$ cat config.mk
export PLATFORM = sky130hd
export DESIGN_NAME = delta_calc_scheduler
export DESIGN_NICKNAME = d
export VERILOG_FILES = /design/src/rtl/delta_calc_scheduler.sv
export SDC_FILE = /design/constraint.sdc
export NUM_CORES = 1
export LEC_CHECK = 0
export ABC_AREA = 1
export CAP_MARGIN = 20
export CORE_AREA = 2 2 122 124
export CTS_BUF_LIST = sky130_fd_sc_hd__clkbuf_4
export DETAILED_ROUTE_END_ITERATION = 8
export DIE_AREA = 0 0 124 126
export PLACE_DENSITY = 0.76
export SLEW_MARGIN = 30
export SYNTH_ARGS = -nofsm -noshare
export SYNTH_HDL_FRONTEND = slang
export SYNTH_SLANG_ARGS = --single-unit
$ cat constraint.sdc
create_clock -name clock -period 5.8 [get_ports clock]
set_clock_uncertainty 0.15 [all_clocks]
set_input_delay 1.16 -clock clock [delete_from_list [all_inputs] [get_ports clock]]
set_output_delay 1.16 -clock clock [all_outputs]
set_load 0.01 [all_outputs]
$ cat src/rtl/delta_calc_scheduler.sv
`default_nettype none
// =============================================================================
// Module   : delta_calc_scheduler
// Purpose  : Round-robin sharing of one delta calculator among four wheel channels
// Revision : 1.0
// =============================================================================
module delta_calc_scheduler (
   input  logic        clock,
   input  logic        reset_n,
   input  logic [3:0]  req,
   input  logic [47:0] target_bus,
   input  logic [47:0] current_bus,
   output logic        calc_enable,
   output logic [11:0] calc_target,
   output logic [11:0] calc_current,
   input  logic        calc_dir,
   input  logic [11:0] calc_delta,
   input  logic        calc_done,
   output logic [3:0]  grant,
   output logic [47:0] delta_bus,
   output logic [3:0]  dir_bus,
   output logic [3:0]  done,
   output logic [3:0]  timeout,
   output logic        busy
);

   localparam logic [1:0] c_ST_IDLE   = 2'd0;
   localparam logic [1:0] c_ST_LAUNCH = 2'd1;
   localparam logic [1:0] c_ST_WAIT   = 2'd2;
   localparam logic [4:0] c_CNT_LAST  = 5'd31;

   logic [1:0]  r_state;
   logic [1:0]  w_next_state;
   logic [1:0]  r_ptr;
   logic [1:0]  r_idx;
   logic [4:0]  r_cnt;
   logic [3:0]  r_grant;
   logic [11:0] r_target;
   logic [11:0] r_current;
   logic [47:0] r_delta;
   logic [3:0]  r_dir;
   logic [3:0]  r_done;
   logic [3:0]  r_timeout;
   logic        w_found;
   logic [1:0]  w_sel_idx;
   logic [1:0]  w_cand;

   // First requesting channel at or after ptr, wrapping modulo 4.
   always_comb begin
      w_found   = 1'b0;
      w_sel_idx = r_ptr;
      w_cand    = r_ptr;
      for (int i = 0; i < 4; i++) begin
         w_cand = r_ptr + 2'(i);
         if (!w_found && req[w_cand]) begin
            w_found   = 1'b1;
            w_sel_idx = w_cand;
         end
      end
   end

   always_ff @(posedge clock or negedge reset_n) begin
      if (!reset_n) r_state <= c_ST_IDLE;
      else          r_state <= w_next_state;
   end

   always_comb begin
      w_next_state = r_state;
      case (r_state)
         c_ST_IDLE:   if (w_found) w_next_state = c_ST_LAUNCH;
         c_ST_LAUNCH: w_next_state = c_ST_WAIT;
         c_ST_WAIT:   if (calc_done || (r_cnt == c_CNT_LAST)) w_next_state = c_ST_IDLE;
         default:     w_next_state = c_ST_IDLE;
      endcase
   end

   always_comb begin
      calc_enable = (r_state == c_ST_LAUNCH);
      busy        = (r_state != c_ST_IDLE);
   end

   // A result arriving on the terminal count wins over the timeout.
   always_ff @(posedge clock or negedge reset_n) begin
      if (!reset_n) begin
         r_ptr     <= '0;
         r_idx     <= '0;
         r_cnt     <= '0;
         r_grant   <= '0;
         r_target  <= '0;
         r_current <= '0;
         r_delta   <= '0;
         r_dir     <= '0;
         r_done    <= '0;
         r_timeout <= '0;
      end else begin
         r_done    <= '0;
         r_timeout <= '0;
         case (r_state)
            c_ST_IDLE: begin
               if (w_found) begin
                  r_idx     <= w_sel_idx;
                  r_grant   <= 4'b0001 << w_sel_idx;
                  r_target  <= target_bus[w_sel_idx*12 +: 12];
                  r_current <= current_bus[w_sel_idx*12 +: 12];
               end
            end
            c_ST_LAUNCH: r_cnt <= '0;
            c_ST_WAIT: begin
               if (calc_done) begin
                  r_delta[r_idx*12 +: 12] <= calc_delta;
                  r_dir[r_idx]            <= calc_dir;
                  r_done[r_idx]           <= 1'b1;
                  r_grant                 <= '0;
                  r_ptr                   <= r_idx + 2'd1;
               end else if (r_cnt == c_CNT_LAST) begin
                  r_timeout[r_idx] <= 1'b1;
                  r_grant          <= '0;
                  r_ptr            <= r_idx + 2'd1;
               end else begin
                  r_cnt <= r_cnt + 5'd1;
               end
            end
            default: ;
         endcase
      end
   end

   assign grant        = r_grant;
   assign calc_target  = r_target;
   assign calc_current = r_current;
   assign delta_bus    = r_delta;
   assign dir_bus      = r_dir;
   assign done         = r_done;
   assign timeout      = r_timeout;

endmodule
`default_nettype wire

==> out/qor.yml <==
ys.warnings.count: 0
final-setup-viol-count: 0
first_global_vias: 5611
layout.cells.most_common_list: "nand2_1 (336), clkdlybuf4s50_1 (204), nand3_1 (138), dfrtp_1 (99), o21ai_0 (88)"
finalNetCount: 1126
worstRegToRegCells: 9
drc: 0
drt_first_pass_iters: 4
synth_top_family_by_area: "simple AND/OR/NAND/NOR gates"
cp_max_fo: 25
die-area_um2: 15620
max_freq_ghz: 0.2679
buffers_from_clock_root_to_sink_at_most: 2
globalRouteTotalUtil_pct: 22.88
post-route-period-util_pct: 64.37
cp_class: "reg -> reg"
hold-path-cell-count: 2
synthesis.area_um2: 5854
worstSetupStartpointType: "register"
leakage_nw: 3.855
worstSkewPairLatency_ns: 0.44
most_common_library_cell_in_the_layout_ignoring_fill_and_taps: "nand2_1"
grt_first_pass_wirelength_um: 28370
synth-xor-area-share_pct: 0.1496
timing.hold.ws_ns: 0.3417
tns_ns: 0
multi_input_area_um2: 2955
layout-area-overhead-vs-synth_pct: 36.74
wirelength_um: 17840
fp.coreArea_um2: 14310
clock_tree_from_tritoncts: "yes"
synthesis.area_per_instance_um2: 7.079
start_util_pct: 40.90
worst_pin_slew_ns: 0.9015
dp_hpwl_um: 12770
synth_fa_ha_area_share_pct: 2.992
detailed_router_s_first_iteration_violation_count: 484
rr_endpoint: "delta_bus[46]"
io_pins: 206
gr_overflow_total: 0
critical_path_required_ns: 5.98
grt_antenna_before_repair: 0
timing.reg2reg.setup_slack_ns: 2.07
drt-vias-per-instance: 5.228
max_slew_margin_pct: 39.69
filler_cell_count: 1392
clock-sinks: 99
yosys_register_bits: 99
post_cts_hold_buffer_count: 0
whs_endpoint: "grant[1]"
cellPowerDensity_nw_per_um2: 563.4
post_layout_minimum_cycle_time_ns: 3.733
synth_nets: 957
grt_max_degree: 55
place.gp.congestion: 0.8457
dr_total_vias: 6195
cts-htree-levels: 3
placement.io_buffers: 205
slew_violations: 0
std_cell_rows: 44
critical_path_arrival_ns: 3.92
post_synth_and_or_nand_nor_area_fraction_pct: 36.67
result_of_the_run: "completed"
drive_above_1_share_pct: 3.397
postSynthCellCount: 827
diodes: 0
synth.mux.area_fraction_pct: 0
cp-end-kind: "register"
worst_hold_startpoint: "grant[1]"
yosys.cell_types.count: 29
clk_pin_slew_worst_paths_ns: 0.16
timing.hold.worst.class: "reg -> reg"
cts_inserted_buffers: 9
area.sequential_um2: 2477
synth.yosys.seq_area_share_pct: 42.32
post_drt_wl_per_cell_um: 15.05
die_w_um: 124
grt_setup_unrepaired: "false"
max-vdd-ir-drop_mv: 0.3799
synth-compound-area-share_pct: 10.66
number_of_nets_with_antenna_violations_after_routing: 0
cts_resized: 0
finalHoldViolCount: 0
floorplan.die.height_um: 126
maxCapViolations: 0
clock-root-buffer: "clkbuf_4"
worstReg2RegStart: "r_idx[0]"
postCtsSetupBuffers: 0
cell usage after synthesis:
cell | instances | area share, %
inv_2 | 2 | 0.13
nor2_2 | 2 | 0.21
dfrtp_1 | 99 | 42
buf_2 | 14 | 1.2
o221ai_1 | 4 | 0.60
o21ai_1 | 1 | 0.085
inv_4 | 1 | 0.11
nor2_1 | 21 | 1.3
nand3_1 | 138 | 12
o2bb2ai_1 | 1 | 0.15
a22oi_1 | 3 | 0.38
buf_6 | 9 | 1.7
o21ai_0 | 88 | 7.5
inv_1 | 27 | 1.7
nand2_1 | 336 | 22
a221oi_1 | 1 | 0.15
nand4_4 | 1 | 0.36
o22ai_1 | 1 | 0.11
ha_1 | 14 | 3.0
xnor2_1 | 1 | 0.15
clkinv_1 | 3 | 0.19
a31oi_1 | 4 | 0.43
clkbuf_1 | 27 | 1.7
buf_4 | 3 | 0.38
nand2_2 | 5 | 0.53
nand4_1 | 5 | 0.53
nor3_1 | 4 | 0.34
o21a_1 | 5 | 0.64
a21oi_1 | 7 | 0.60
stage by stage:
step	instance area (um2)	total power, mW	util, %	setup WS [ns]	instances
CTS	8005	4.517	55.93	2.122	1185
finish	8005	4.510	55.93	2.067	1185
global placement	7884	4.131	55.08	2.085	1169
floorplan	5854	3.204	-	2.883	827
detailed placement	7884	4.168	55.08	1.999	1169
global route	8005	4.983	55.93	1.711	1185
critical path: stages, from the launching register on:
cell      delay [ns]
dfrtp_1         0.85
inv_1           0.52
ha_1            0.60
nand2_1         0.12
clkinv_1        0.23
nor2_1          0.15
buf_4           0.23
inv_1           0.18
o21ai_0         0.42
o21ai_0         0.14
where the power goes:
part	leakage (nW)	switching [mW]	total (mW)	internal, mW
combinational	2.48	1.91	3.03	1.12
clock	0.0638	0.249	0.346	0.0971
sequential	1.31	0.190	1.13	0.943
cells by family after synthesis:
kind of cell	Yosys count
xor+xnor	1
flops	99
fa+ha+maj	14
compound gates	115
simple gates	512
buf+inv	86
layout make-up:
class	instances	area share (%)
clock buffer	10	0.9378
inverter	33	1.579
tap	184	2.876
clock inverter	6	0.5783
timing repair buffer	211	26.16
multi-input combinational	642	36.92
sequential	99	30.95
state kept, by name, summed over array words and instances, names as in the netlist:
| name | flops |
|---|---|
| calc_current | 12 |
| calc_target | 12 |
| delta_bus | 48 |
| dir_bus | 4 |
| done | 4 |
| grant | 4 |
| r_cnt | 5 |
| r_idx | 2 |
| r_ptr | 2 |
| r_state | 2 |
| timeout | 4 |
metal layers:
layer	up-vias	GRT usage [%]	routed length, um
met5	-	0	0
met1	2840	31.27	7658
met2	270	35.97	8231
met3	29	5.661	1601
li1	3056	-	-
met4	0	6.742	346
worst max-delay path by stage:
stage,start,endpoint,slack [ns],cells after the start
2_1_floorplan,r_idx[0],delta_bus[45],2.88,11
3_3_place_gp,calc_done,delta_bus[23],2.09,7
3_5_place_dp,calc_done,delta_bus[12],2.00,7
4_1_cts,r_idx[0],delta_bus[46],2.12,9
5_1_grt,r_idx[0],delta_bus[13],1.71,9
6_report,r_idx[0],delta_bus[46],2.07,9
No activity file was read; power rests on OpenSTA's default activity.
